==> src/rtl/div_seq_ctrl_if.sv <==
// Request/response and datapath strobe bundle for the repeated-subtraction divider sequencer.
interface div_seq_ctrl_if #(
   parameter int WIDTH = 16
);
   logic             start;
   logic [WIDTH-1:0] dividend_i;
   logic [WIDTH-1:0] divisor_i;
   logic             lt;
   logic             gt;
   logic             eq;
   logic [WIDTH-1:0] data_out;
   logic             ldb;
   logic             ldp;
   logic             lda;
   logic             ldc;
   logic             inc;
   logic             sel;
   logic             busy;
   logic             done;
   logic             err_dz;
   logic             err_ovf;
   logic [WIDTH-1:0] iter_cnt;

   modport master (
      output start, dividend_i, divisor_i, lt, gt, eq,
      input  data_out, ldb, ldp, lda, ldc, inc, sel, busy, done, err_dz, err_ovf, iter_cnt
   );

   modport slave (
      input  start, dividend_i, divisor_i, lt, gt, eq,
      output data_out, ldb, ldp, lda, ldc, inc, sel, busy, done, err_dz, err_ovf, iter_cnt
   );
endinterface

==> src/rtl/div_seq_ctrl.sv <==
// Sequencer for the repeated-subtraction divider: loads divisor/dividend over the
// shared data bus, iterates on the comparator, reports done with error flags.
module div_seq_ctrl #(
   parameter int               WIDTH    = 16,
   parameter logic [WIDTH-1:0] MAX_ITER = 16'hFFFF
) (
   input logic          clk,
   input logic          clr,
   div_seq_ctrl_if.slave bus
);
   localparam logic [2:0] S_IDLE = 3'd0;
   localparam logic [2:0] S_LDB  = 3'd1;
   localparam logic [2:0] S_LDP  = 3'd2;
   localparam logic [2:0] S_LOOP = 3'd3;
   localparam logic [2:0] S_DONE = 3'd4;
   localparam logic [2:0] S_ERR  = 3'd5;

   logic [2:0]       state;
   logic [WIDTH-1:0] dvd_q;
   logic             at_limit;
   logic             sub_go;

   assign at_limit = (bus.iter_cnt == MAX_ITER);
   // eq falls through here as "not lt", so an exact match still subtracts once more
   assign sub_go   = (state == S_LOOP) && !bus.lt && !at_limit;

   assign bus.ldb  = (state == S_LDB);
   assign bus.ldc  = (state == S_LDB);
   assign bus.ldp  = (state == S_LDP);
   assign bus.lda  = sub_go;
   assign bus.inc  = sub_go;
   assign bus.done = (state == S_DONE) || (state == S_ERR);
   assign bus.busy = (state != S_IDLE);

   // The divisor is captured straight into data_out so it is on the bus during LDB.
   always_ff @(posedge clk or posedge clr) begin
      if (clr) begin
         state        <= S_IDLE;
         dvd_q        <= '0;
         bus.data_out <= '0;
         bus.sel      <= 1'b0;
         bus.err_dz   <= 1'b0;
         bus.err_ovf  <= 1'b0;
         bus.iter_cnt <= '0;
      end else begin
         case (state)
            S_IDLE: begin
               if (bus.start) begin
                  dvd_q        <= bus.dividend_i;
                  bus.sel      <= 1'b0;
                  bus.iter_cnt <= '0;
                  bus.err_ovf  <= 1'b0;
                  if (bus.divisor_i == '0) begin
                     bus.err_dz <= 1'b1;
                     state      <= S_ERR;
                  end else begin
                     bus.err_dz   <= 1'b0;
                     bus.data_out <= bus.divisor_i;
                     state        <= S_LDB;
                  end
               end
            end
            S_LDB: begin
               bus.data_out <= dvd_q;
               state        <= S_LDP;
            end
            S_LDP: state <= S_LOOP;
            S_LOOP: begin
               if (bus.lt) begin
                  state <= S_DONE;
               end else if (at_limit) begin
                  bus.err_ovf <= 1'b1;
                  state       <= S_DONE;
               end else begin
                  bus.sel      <= 1'b1;
                  bus.iter_cnt <= bus.iter_cnt + 1'b1;
               end
            end
            S_DONE:  state <= S_IDLE;
            S_ERR:   state <= S_IDLE;
            default: state <= S_IDLE;
         endcase
      end
   end
endmodule
==> src/flat_wrapper.sv <==
// flat-port wrapper written by rule: the top's interface ports become plain ports
module div_seq_ctrl_flat 
#(
   parameter int               WIDTH    = 16,
   parameter logic [WIDTH-1:0] MAX_ITER = 16'hFFFF
)
  (clk, clr, bus_start, bus_dividend_i, bus_divisor_i, bus_lt, bus_gt, bus_eq, bus_data_out, bus_ldb, bus_ldp, bus_lda, bus_ldc, bus_inc, bus_sel, bus_busy, bus_done, bus_err_dz, bus_err_ovf, bus_iter_cnt);
  div_seq_ctrl_if #(.WIDTH(WIDTH)) bus_i ();
  input logic clk;
  input logic clr;
  input wire logic [$bits(bus_i.start)-1:0] bus_start;
  input wire logic [$bits(bus_i.dividend_i)-1:0] bus_dividend_i;
  input wire logic [$bits(bus_i.divisor_i)-1:0] bus_divisor_i;
  input wire logic [$bits(bus_i.lt)-1:0] bus_lt;
  input wire logic [$bits(bus_i.gt)-1:0] bus_gt;
  input wire logic [$bits(bus_i.eq)-1:0] bus_eq;
  output wire logic [$bits(bus_i.data_out)-1:0] bus_data_out;
  output wire logic [$bits(bus_i.ldb)-1:0] bus_ldb;
  output wire logic [$bits(bus_i.ldp)-1:0] bus_ldp;
  output wire logic [$bits(bus_i.lda)-1:0] bus_lda;
  output wire logic [$bits(bus_i.ldc)-1:0] bus_ldc;
  output wire logic [$bits(bus_i.inc)-1:0] bus_inc;
  output wire logic [$bits(bus_i.sel)-1:0] bus_sel;
  output wire logic [$bits(bus_i.busy)-1:0] bus_busy;
  output wire logic [$bits(bus_i.done)-1:0] bus_done;
  output wire logic [$bits(bus_i.err_dz)-1:0] bus_err_dz;
  output wire logic [$bits(bus_i.err_ovf)-1:0] bus_err_ovf;
  output wire logic [$bits(bus_i.iter_cnt)-1:0] bus_iter_cnt;
  assign bus_i.start = bus_start;
  assign bus_i.dividend_i = bus_dividend_i;
  assign bus_i.divisor_i = bus_divisor_i;
  assign bus_i.lt = bus_lt;
  assign bus_i.gt = bus_gt;
  assign bus_i.eq = bus_eq;
  assign bus_data_out = bus_i.data_out;
  assign bus_ldb = bus_i.ldb;
  assign bus_ldp = bus_i.ldp;
  assign bus_lda = bus_i.lda;
  assign bus_ldc = bus_i.ldc;
  assign bus_inc = bus_i.inc;
  assign bus_sel = bus_i.sel;
  assign bus_busy = bus_i.busy;
  assign bus_done = bus_i.done;
  assign bus_err_dz = bus_i.err_dz;
  assign bus_err_ovf = bus_i.err_ovf;
  assign bus_iter_cnt = bus_i.iter_cnt;
  div_seq_ctrl #(.WIDTH(WIDTH), .MAX_ITER(MAX_ITER)) u_core (.clk(clk), .clr(clr), .bus(bus_i));
endmodule
==> config.mk <==
export PLATFORM = sky130hd
export DESIGN_NAME = div_seq_ctrl_flat
export DESIGN_NICKNAME = d
export VERILOG_FILES = /design/src/rtl/div_seq_ctrl_if.sv /design/src/rtl/div_seq_ctrl.sv /design/src/flat_wrapper.sv
export SDC_FILE = /design/constraint.sdc
export NUM_CORES = 1
export LEC_CHECK = 0
export ABC_AREA = 1
export CAP_MARGIN = 40
export CORE_ASPECT_RATIO = 0.6
export CORE_UTILIZATION = 43
export CTS_CLUSTER_SIZE = 24
export DETAILED_ROUTE_END_ITERATION = 7
export GPL_TIMING_DRIVEN = 0
export MAX_ROUTING_LAYER = met4
export PLACE_DENSITY = 0.74
export REMOVE_ABC_BUFFERS = 1
export SYNTH_ARGS = -nofsm -noshare
export SYNTH_HDL_FRONTEND = slang
export SYNTH_SLANG_ARGS = --single-unit
==> constraint.sdc <==
create_clock -name clk -period 1.7 [get_ports clk]
set_input_delay 0.34 -clock clk [delete_from_list [all_inputs] [get_ports clk]]
set_output_delay 0.34 -clock clk [all_outputs]
set_load 0.01 [all_outputs]
== Word-level counts from Yosys, hierarchy flattened ==
Index checks and enable logic that the tools add are counted.

* $add $sub $neg: 1
* Muxes and demuxes: 20
* Reductions and logical operators: 15
* Eq/ne operators: 12

{| class="wikitable"
|+ Operators with widths
! cell !! number
|-
| $mux W16 || 5
|-
| $pmux W16 S2 || 2
|-
| $add A16 B1 Y16 const B || 1
|-
| $eq A16 B16 Y1 const B || 1
|-
| $logic_not A16 Y1 || 1
|-
| $mux W3 || 4
|-
| $pmux W3 S4 || 1
|-
| $ne A2 B2 Y1 const B || 4
|-
| $reduce_and A4 Y1 || 2
|-
| $eq A3 B2 Y1 const B || 2
|-
| $eq A3 B3 Y1 const B || 2
|-
| $mux W1 || 6
|-
| $pmux W1 S2 || 2
|-
| $reduce_and A2 Y1 || 2
|-
| $reduce_bool A2 Y1 || 2
|-
| $eq A3 B1 Y1 const B || 1
|-
| $logic_not A3 Y1 || 1
|-
| $ne A3 B2 Y1 const B || 1
|-
| $reduce_and A3 Y1 || 1
|-
| $reduce_bool A3 Y1 || 1
|-
| $logic_and A1 B1 Y1 || 2
|-
| $logic_not A1 Y1 || 2
|-
| $ne A2 B1 Y1 const B || 1
|-
| $logic_or A1 B1 Y1 || 1
|}

* Input port bits: 38
* Register bits after elaboration: 54
* Output and inout bits: 42
* Word-level logic and storage cells: 55

== Logic depth before layout (Yosys ltp) ==
Gate-level depths: netlist of run 1.

* Depth in word-level cells: 4
* Gate-level depth with buffers: 10
* Depth with buffers taken out: 9

== Worst setup path before layout of run 1 ==
Ideal clock, no wire load.

* Path type: flip-flop to output port
* Start point: reg u_core.bus.iter_cnt[0]
* End point: out bus_lda
* Arrival: 1547 ps
* Stages on the path, launching flop included: 8
* Setup slack: -187 ps
* Path buffers: 1
* Data required time: 1360 ps
* Cell sequence: dfrtp_1 > ha_1 > nand2_1 > nor2_2 > nand2_2 > o211ai_1 > inv_1 > buf_4

* Word-level cells in the longest chain between the ends: 3

{| class="wikitable"
|+ Ends and longest elaborated chain
! element !! line !! source
|-
| from (decl) || div_seq_ctrl_if.sv:31 || <nowiki>output data_out, ldb, ldp, lda, ldc, inc, sel, busy, done, err_dz, err_ovf, iter_cnt</nowiki>
|-
| from (signal assigned) || div_seq_ctrl.sv:76 || <nowiki>bus.iter_cnt <= bus.iter_cnt + 1'b1;</nowiki>
|-
| $eq A16 B16 Y1 || div_seq_ctrl.sv:23 || <nowiki>assign at_limit = (bus.iter_cnt == MAX_ITER);</nowiki>
|-
| $logic_not A1 Y1 || div_seq_ctrl.sv:25 || <nowiki>assign sub_go = (state == S_LOOP) && !bus.lt && !at_limit;</nowiki>
|-
| $logic_and A1 B1 Y1 || div_seq_ctrl.sv:25 ||
|-
| to (decl) || flat_wrapper.sv:20 || <nowiki>output wire logic [$bits(bus_i.lda)-1:0] bus_lda;</nowiki>
|}

No other way between the ends.

== Final worst setup path of run 1 ==
* Start point: reg u_core.bus.iter_cnt[1]
* End point: out bus_lda

Same word-level chain as after synthesis.

==> out/metrics.cfg, run 1 <==
[status]
status = finished with violations
violations = negative setup slack

[synthesis]
syn-mean-instance-area_um2 = 7.74
syn_inst = 361
synth_top_area_cell = dfrtp_1
synth_most_common_cell = nand2_1
yosysSeqAreaShare_pct = 48.4
synthesis.area_mm2 = 0.00279
synth.area.top_cells = dfrtp_1 48%, nand2_1 21%, nor2_1 5.8%
synth_seq_cells = 54
synth_cell_types = 32
netlist.area_leader.share_pct = 48.4
synth_edf_count = 0
synth_top_cells_by_count = 155 x nand2_1, 54 x dfrtp_1, 43 x nor2_1
yosys_warnings = 0
synth-async-reset-ratio_pct = 100
synthFlopType = dfrtp_1

[global_route]
grt_pass1_wl_um = 12700
top_usage_layer = met2
antenna_found_initial = 0
track_usage_pct = 24.7
grt_use_met2_pct = 38.9
use_met3_pct = 3.32
grt.met1_usage_pct = 34.7
grt_pass1_vias = 2599
overflow = 0
grt_max_degree = 36

[power]
p_sw_w = 0.00277
leakagePower_nw = 2.00
clkPwrFrac_pct = 13.1
p_seq_share_pct = 30.9
p_sw_share_pct = 42.3
ir_drop_mv = 1.05
p_int_w = 0.00378
p_per_area_mw_per_mm2 = 1570
p_comb_share_pct = 56.0

[setup_path]
critPathMaxFanout = 4
endpoint_kind = primary output
max_stage_delay_ps = 390
crit_path_frequent_cell = nand2_2
worstSetupPathType = reg -> out
cp_top_family = flip-flops
critPathBufInv = 3
cp.required_ps = 1360
cpMaxStageDelayCell = dfrtp_1
arrival_ps = 1690
path_cells = ha_2, nand2_2, nor2_4, nand2_2, o211ai_1, buf_4, inv_4, buf_6
start_kind = register

[die]
io_pins = 80
die_y_um = 64.4
die_w_um = 106
core_region_area_mm2 = 0.00619
initial_utilization_pct = 45.1
die-area_mm2 = 0.00683
rows = 22

[final_layout]
drive_above_1_share_pct = 23.0
final_core_util_pct = 67.2
antenna_cells = 0
design_area_mm2 = 0.00416
nets = 507
fin_cells = 553
area_growth_pct = 49.0

[routing]
avgViaCountPerCell = 5.08
first_pass_iters = 5
drc = 0
wirelength_um = 8280
drt_iter0_markers = 189
final_antenna_net_count = 0
vias = 2809
routedWlPerCell_um = 15.0

[placement]
pre_cts_ws_ps = -702
dp_hpwl_um = 5250
place_inst = 514
portBuffers = 77
gp_congestion = 0.886
placed_area_mm2 = 0.00364

[sta]
hold_slack_ps = 362
relSlewSlack_pct = 69.7
layout_min_cycle_time_ps = 2030
worstMarginPinSlew_ps = 454
setup_viol = 22
hold_viol = 0
fin_skew_ps = 6.92
slew_viol_final = 0
setup_ws_ps = -330
final.period_utilization_pct = 119
fmax_ghz = 0.493
rsz0062_at_grt = yes

[clock_tree]
numClockSinks = 54
cts_tree = built
clock_path_buffers = 2
clk-insertion-delay-late_ps = 300
root_buffer = clkbuf_8
cts_max_level = 2
cts_hold_buffers = 0
path_clk_slew_ps = 100
numCtsBuffers = 5

[run]
maxCapViolations = 0

[hold_path]
hp-class = in -> async

==> per-layer routing <==
layer	up-vias	share of wire, %
met2	123	46
met5	-	0
met4	0	1.7
met1	1323	45
li1	1351	-
met3	12	6.9
==> logic make-up (layout without fill, tap and decap cells) <==
family / after synthesis / after routing / share of synthesized area, %
adder cells (fa/ha/maj): 1 / 1 / 0.448
AND/OR/NAND/NOR: 227 / 230 / 33.6
XOR/XNOR: 2 / 2 / 0.627
flip-flops: 54 / 54 / 48.4
buffers and inverters: 32 / 136 / 5.15
AO/OA/AOI/OAI: 29 / 30 / 6.09
multiplexers: 16 / 16 / 5.73
==> final timing paths <==
kind	start	endpoint	slack, ps	cells past startpoint
worst max-delay path	u_core.bus.iter_cnt[1]$_DFFE_PP0P_	bus_lda	-330	8
worst min-delay path	clr	u_core.bus.data_out[4]$_DFFE_PP0P_	360	2
worst max register to register	u_core.bus.iter_cnt[1]$_DFFE_PP0P_	u_core.bus.iter_cnt[7]$_DFFE_PP0P_	-180	11
worst min register to register	u_core.dvd_q[9]$_DFFE_PP0P_	u_core.dvd_q[9]$_DFFE_PP0P_	480	2
max in group asynchronous	clr	u_core.state[1]$_DFFE_PP0P_	780	3
min in group clk	u_core.dvd_q[9]$_DFFE_PP0P_	u_core.dvd_q[9]$_DFFE_PP0P_	480	2
==> metrics by stage <==
stage          setup TNS, ps  power [W]
2_1_floorplan           -118    0.00353
3_5_place_dp          -11430    0.00474
6_report               -3340    0.00655
5_1_grt                -5210    0.00696
4_1_cts                 -576    0.00594
3_3_place_gp          -70030    0.00458
==> power by group through the flow <==
stage / Clock [W] / Combinational (W) / Sequential [W]
after floorplan: 0 / 0.00144 / 0.00208
after global placement: 0 / 0.00257 / 0.00200
after detailed placement: 0 / 0.00271 / 0.00203
after CTS: 0.000880 / 0.00306 / 0.00200
after global routing: 0.000930 / 0.00396 / 0.00207
final: 0.000859 / 0.00367 / 0.00202
==> cells in the final DEF (no fill, tap or decap), types with 2 or more instances in the layout <==
cell type,Yosys,final
nor2_2,3,3
inv_2,4,5
inv_1,18,13
a21oi_1,3,3
dfrtp_2,0,13
dfrtp_1,54,41
mux2i_1,16,16
xor2_1,2,2
clkinv_2,0,2
nand2_8,1,2
nand3b_1,3,3
nand3_1,14,13
nor2_4,1,4
nand3_4,0,2
nor2_1,43,40
nand2_4,1,3
nand2_1,155,133
nand2_2,2,24
inv_4,0,3
dlygate4sd2_1,0,3
buf_6,1,10
buf_4,3,22
o21ai_0,19,19
clkdlybuf4s50_1,0,67
clkbuf_8,0,5
==> state kept, by name, indices dropped and copies added (netlist names) <==
register,count
u_core.bus.err_ovf,1
u_core.bus.err_dz,1
u_core.bus.sel,1
u_core.bus.data_out,16
u_core.bus.iter_cnt,16
u_core.dvd_q,16
u_core.state,3
==> layout make-up <==
class	instances	area, µm²
Multi-Input combinational cell	279	1460
Timing Repair Buffer	106	1030
Sequential cell	54	1370
Clock inverter	3	40.0
Tap cell	84	105
Clock buffer	5	68.8
Fill cell	526	2030
Inverter	22	93.8
==> worst register-to-register path, stage by stage, from the launching register on <==
cell and delay, ps:
dfrtp_1 390, ha_2 200, nand2_2 80, nor2_4 130
nand2_2 80, buf_4 140, buf_6 120, o21ai_4 230
nand2_4 180, nand2_4 170, nand2_2 60, nand2_1 60
==> what timing repair did <==
action,CTS,global route
resized for setup,41,53
gates cloned,2,2
endpoints found under the setup margin,57,39
pin swaps,10,17
buffers inserted,16,11
No activity file was read; power rests on OpenSTA's default activity.
==> run 2, diff against run 1 <==
--- a/config.mk
+++ b/config.mk
@@ -6,11 +6,12 @@
 export NUM_CORES = 1
 export LEC_CHECK = 0
 export ABC_AREA = 1
-export CAP_MARGIN = 40
+export CAP_MARGIN = 20
 export CORE_ASPECT_RATIO = 0.6
 export CORE_UTILIZATION = 43
 export CTS_CLUSTER_SIZE = 24
 export DETAILED_ROUTE_END_ITERATION = 7
+export GPL_ROUTABILITY_DRIVEN = 0
 export GPL_TIMING_DRIVEN = 0
 export MAX_ROUTING_LAYER = met4
 export PLACE_DENSITY = 0.74
==> run 2 against run 1 <==
The run still ends with negative setup slack left; fmax increased by 1.2%; first-iteration DRC count fell by 13%; sequential power barely moved; largest cell class unchanged; largest power group unchanged; highest routed layer unchanged.
==> out/metrics.cfg, run 2 (synthesized netlist as in run 1, its figures left out) <==
[power]
p_per_area_mw_per_mm2 = 1500
p_comb_share_pct = 54.0
p_seq_share_pct = 33.6
p_sw_w = 0.00261
p_int_w = 0.00345
ir_drop_mv = 0.862
leakagePower_nw = 1.98
clkPwrFrac_pct = 12.4
fin_total_pwr_w = 0.00606
p_sw_share_pct = 43.0

[run]
maxCapViolations = 0

[clock_tree]
numCtsBuffers = 5
cts_hold_buffers = 0
root_buffer = clkbuf_8
path_clk_slew_ps = 100
cts_max_level = 2
clk-insertion-delay-late_ps = 310
cts_tree = built
numClockSinks = 54
clock_path_buffers = 2

[global_route]
grt_max_degree = 43
grt_pass1_wl_um = 12400
overflow = 0
antenna_found_initial = 0
track_usage_pct = 24.1
grt_pass1_vias = 2582

[setup_path]
cp_top_family = flip-flops
endpoint_kind = primary output
cp.required_ps = 1360
arrival_ps = 1670
cpMaxStageDelayCell = dfrtp_1
start_kind = register
critPathMaxFanout = 5
path_cells = ha_4, nand2_4, nor2_4, nand2_2, o211ai_1, buf_4, inv_4, buf_6
critPathBufInv = 3
worstSetupPathType = reg -> out
max_stage_delay_ps = 420

[die]
die-area_mm2 = 0.00683
core_region_area_mm2 = 0.00619
die_w_um = 106
initial_utilization_pct = 45.1
io_pins = 80
die_y_um = 64.4
rows = 22

[sta]
layout_min_cycle_time_ps = 2010
worstMarginPinSlew_ps = 323
relSlewSlack_pct = 78.5
final.period_utilization_pct = 118
slew_viol_final = 0
fmax_ghz = 0.498
setup_ws_ps = -306
hold_viol = 0
fin_skew_ps = 10.5
setup_viol = 8
rsz0062_at_grt = yes

[status]
violations = negative setup slack
status = finished with violations

[placement]
pre_cts_ws_ps = -779
dp_hpwl_um = 5250
portBuffers = 77
place_inst = 513

[final_layout]
largestRegisters = u_core.bus.data_out x16, u_core.bus.iter_cnt x16, u_core.dvd_q x16
drive_above_1_share_pct = 18.0
antenna_cells = 0
nFillCells = 548
nets = 500
final_cell_mix = 147 x nand2_1, 67 x clkdlybuf4s50_1, 43 x dfrtp_1
area_growth_pct = 44.6
final_common_cell = nand2_1
fin_cells = 546

[routing]
final_antenna_net_count = 0
wirelength_um = 7880
drc = 0
vias = 2711
drt_iter0_markers = 164
routedWlPerCell_um = 14.4
avgViaCountPerCell = 4.97
first_pass_iters = 4

[hold_path]
hp-class = in -> async

run 2: through the flow:
stage	setup TNS [ps]	util [%]	area, µm²	hold slack (ps)
final	-649	65.2	4040	299
after global routing	-2140	65.2	4040	337
after floorplan	-118	-	2730	441
after CTS	-562	62.8	3890	307
after global placement	-70030	58.3	3610	455
after detailed placement	-17330	58.6	3630	460
run 2: cell type report:
type | count | area (µm²) | share of cell area, %
repair buffers | 100 | 948 | 23.5
clock buffers | 7 | 86.3 | 2.14
inverters | 22 | 91.3 | 2.26
multi-input cells | 278 | 1440 | 35.6
clock inverters | 1 | 5.00 | 0.124
well taps | 84 | 105 | 2.60
flip-flops and latches | 54 | 1370 | 33.8
run 2: power groups by stage:
stage	combinational (W)	clock (W)	sequential, W
CTS	0.00300	0.000757	0.00200
detailed placement	0.00265	0	0.00204
floorplan	0.00144	0	0.00208
global placement	0.00257	0	0.00200
finish	0.00327	0.000749	0.00203
global route	0.00355	0.000807	0.00209
run 2: routing by layer:
layer	share of wire [%]	GRT usage [%]	wire length [µm]
met4	0.56	5.21	44
met5	0	-	0
met1	48	33.6	3800
met3	5.4	3.12	424
met2	46	38.2	3610
run 2: path summary, 6_finish.rpt:
check	end	slack, ps	startpoint	cells past startpoint
max	bus_lda	-310	u_core.bus.iter_cnt[1]$_DFFE_PP0P_	8
min reg2reg	u_core.dvd_q[1]$_DFFE_PP0P_	480	u_core.dvd_q[1]$_DFFE_PP0P_	2
max reg2reg	u_core.bus.iter_cnt[8]$_DFFE_PP0P_	-10	u_core.bus.iter_cnt[1]$_DFFE_PP0P_	10
min	u_core.bus.iter_cnt[4]$_DFFE_PP0P_	300	clr	2
max in group asynchronous	u_core.state[1]$_DFFE_PP0P_	860	clr	3
min in group clk	u_core.dvd_q[1]$_DFFE_PP0P_	480	u_core.dvd_q[1]$_DFFE_PP0P_	2
run 2: repair_timing:
action / 4_1_cts / 5_1_grt
hold endpoints to repair: 0 / 0
buffers inserted: 14 / 9
cloned: 1 / 2
pin swaps: 10 / 10
gates resized for setup: 42 / 29
setup endpoints to repair: 63 / 29
==> run 3, diff against run 2 <==
--- a/config.mk
+++ b/config.mk
@@ -6,7 +6,6 @@
 export NUM_CORES = 1
 export LEC_CHECK = 0
 export ABC_AREA = 1
-export CAP_MARGIN = 20
 export CORE_ASPECT_RATIO = 0.6
 export CORE_UTILIZATION = 43
 export CTS_CLUSTER_SIZE = 24
@@ -16,6 +15,7 @@
 export MAX_ROUTING_LAYER = met4
 export PLACE_DENSITY = 0.74
 export REMOVE_ABC_BUFFERS = 1
+export SKIP_LAST_GASP = 1
 export SYNTH_ARGS = -nofsm -noshare
 export SYNTH_HDL_FRONTEND = slang
 export SYNTH_SLANG_ARGS = --single-unit
==> run 3 against run 2 <==
The flow still finishes with violations (negative setup slack); final cell count up 0.18%; combinational power up 4%; global-route usage unchanged; critical path type unchanged; largest power group unchanged.
==> out/metrics.cfg, run 3 (synthesized netlist as in run 1, its figures left out) <==
[status]
status = finished with violations
violations = negative setup slack

[routing]
vias = 2732
first_pass_iters = 5
drc = 0
routedWlPerCell_um = 14.4
final_antenna_net_count = 0
avgViaCountPerCell = 4.99
wirelength_um = 7900
drt_iter0_markers = 178

[sta]
slew_viol_final = 0
setup_ws_ps = -302
final.period_utilization_pct = 118
rsz0062_at_grt = yes
fin_skew_ps = 5.98
hold_viol = 0
fmax_ghz = 0.500
layout_min_cycle_time_ps = 2000
hold_slack_ps = 302
relSlewSlack_pct = 78.5
worstMarginPinSlew_ps = 323
setup_viol = 4

[global_route]
grt_max_degree = 43
grt_pass1_vias = 2582
grt_pass1_wl_um = 12400
antenna_found_initial = 0
overflow = 0
track_usage_pct = 24.1

[power]
leakagePower_nw = 1.99
p_seq_share_pct = 32.9
clkPwrFrac_pct = 12.1
p_per_area_mw_per_mm2 = 1520
ir_drop_mv = 0.875
p_comb_share_pct = 55.0
p_sw_share_pct = 42.7
p_int_w = 0.00353
p_sw_w = 0.00263

[die]
die_w_um = 106
initial_utilization_pct = 45.1
io_pins = 80
rows = 22
die-area_mm2 = 0.00683
core_region_area_mm2 = 0.00619
die_y_um = 64.4

[clock_tree]
clock_path_buffers = 2
numClockSinks = 54
cts_max_level = 2
clk-insertion-delay-late_ps = 300
cts_hold_buffers = 0
root_buffer = clkbuf_8
path_clk_slew_ps = 100
numCtsBuffers = 5
cts_tree = built

[setup_path]
arrival_ps = 1660
critPathMaxFanout = 6
endpoint_kind = primary output
cpMaxStageDelayCell = dfrtp_2
start_kind = register
crit_path_frequent_cell = nand2_1
max_stage_delay_ps = 450
worstSetupPathType = reg -> out
path_cells = nand2_1, nor2_1, nand2_1, o211ai_1, buf_4, inv_4, buf_6
cp.required_ps = 1360

[final_layout]
drive_above_1_share_pct = 18.1
largestRegisters = u_core.bus.data_out x16, u_core.bus.iter_cnt x16, u_core.dvd_q x16
fin_cells = 547
area_growth_pct = 45.1
final_cell_mix = 146 x nand2_1, 68 x clkdlybuf4s50_1, 44 x dfrtp_1
nets = 501
final_common_cell = nand2_1
antenna_cells = 0

[placement]
place_inst = 513
dp_hpwl_um = 5250
portBuffers = 77
pre_cts_ws_ps = -779

[run]
maxCapViolations = 0

[hold_path]
hp-class = in -> async

-- run 3: final cells by class --
class,instances,area (µm²)
clock buffer,7,86.3
clock inverter,1,5.00
fill,543,2140
inverter,22,91.3
multi-input combinational,278,1440
sequential,54,1360
tap,84,105
timing repair buffer,101,967
-- run 3: worst max-delay path: cells and delay by family, from the launching register on --
| family | cells | cell delay, ps |
|---|---|---|
| simple gates | 3 | 390 |
| flops | 1 | 450 |
| compound gates | 1 | 190 |
| buf+inv | 3 | 340 |
-- run 3: worst paths after layout --
| path | start | endpoint | slack, ps | depth (start not counted) |
|---|---|---|---|---|
| min in group clk | u_core.dvd_q[1]$_DFFE_PP0P_ | u_core.dvd_q[1]$_DFFE_PP0P_ | 480 | 2 |
| hold / removal | clr | u_core.bus.iter_cnt[4]$_DFFE_PP0P_ | 300 | 2 |
| setup reg to reg | u_core.bus.iter_cnt[1]$_DFFE_PP0P_ | u_core.bus.iter_cnt[7]$_DFFE_PP0P_ | 0 | 10 |
| hold reg to reg | u_core.dvd_q[1]$_DFFE_PP0P_ | u_core.dvd_q[1]$_DFFE_PP0P_ | 480 | 2 |
| setup / recovery | u_core.bus.iter_cnt[8]$_DFFE_PP0P_ | bus_lda | -300 | 7 |
| max in group asynchronous | clr | u_core.state[1]$_DFFE_PP0P_ | 860 | 3 |
-- run 3: repair_timing --
| item | 4_1_cts | 5_1_grt |
|---|---|---|
| cloned | 1 | 2 |
| setup buffers | 14 | 11 |
| pin swaps | 8 | 9 |
| setup endpoints to repair | 63 | 30 |
| resized for setup | 35 | 35 |
-- run 3: through the flow --
step           utilization (%)  total power, W  TNS [ps]  cell area, µm²
2_1_floorplan                -         0.00353      -118            2730
3_3_place_gp              58.3         0.00458    -70030            3610
3_5_place_dp              58.6         0.00468    -17330            3630
4_1_cts                   62.9         0.00577      -826            3900
5_1_grt                   65.5         0.00655     -2570            4050
6_report                  65.5         0.00616      -812            4050
-- run 3: power groups by stage --
stage	sequential [W]	combinational [W]	clock, W
after CTS	0.00200	0.00301	0.000757
after detailed placement	0.00204	0.00265	0
final	0.00203	0.00339	0.000743
after global placement	0.00200	0.00257	0
after floorplan	0.00208	0.00144	0
after global routing	0.00208	0.00366	0.000807
-- run 3: routing by layer --
metal | vias to the layer above | routed length, µm | global-route usage (%)
met1 | 1301 | 3810 | 33.6
met2 | 79 | 3660 | 38.2
li1 | 1340 | - | -
met4 | 0 | 72 | 5.21
met3 | 12 | 349 | 3.12
met5 | - | 0 | -
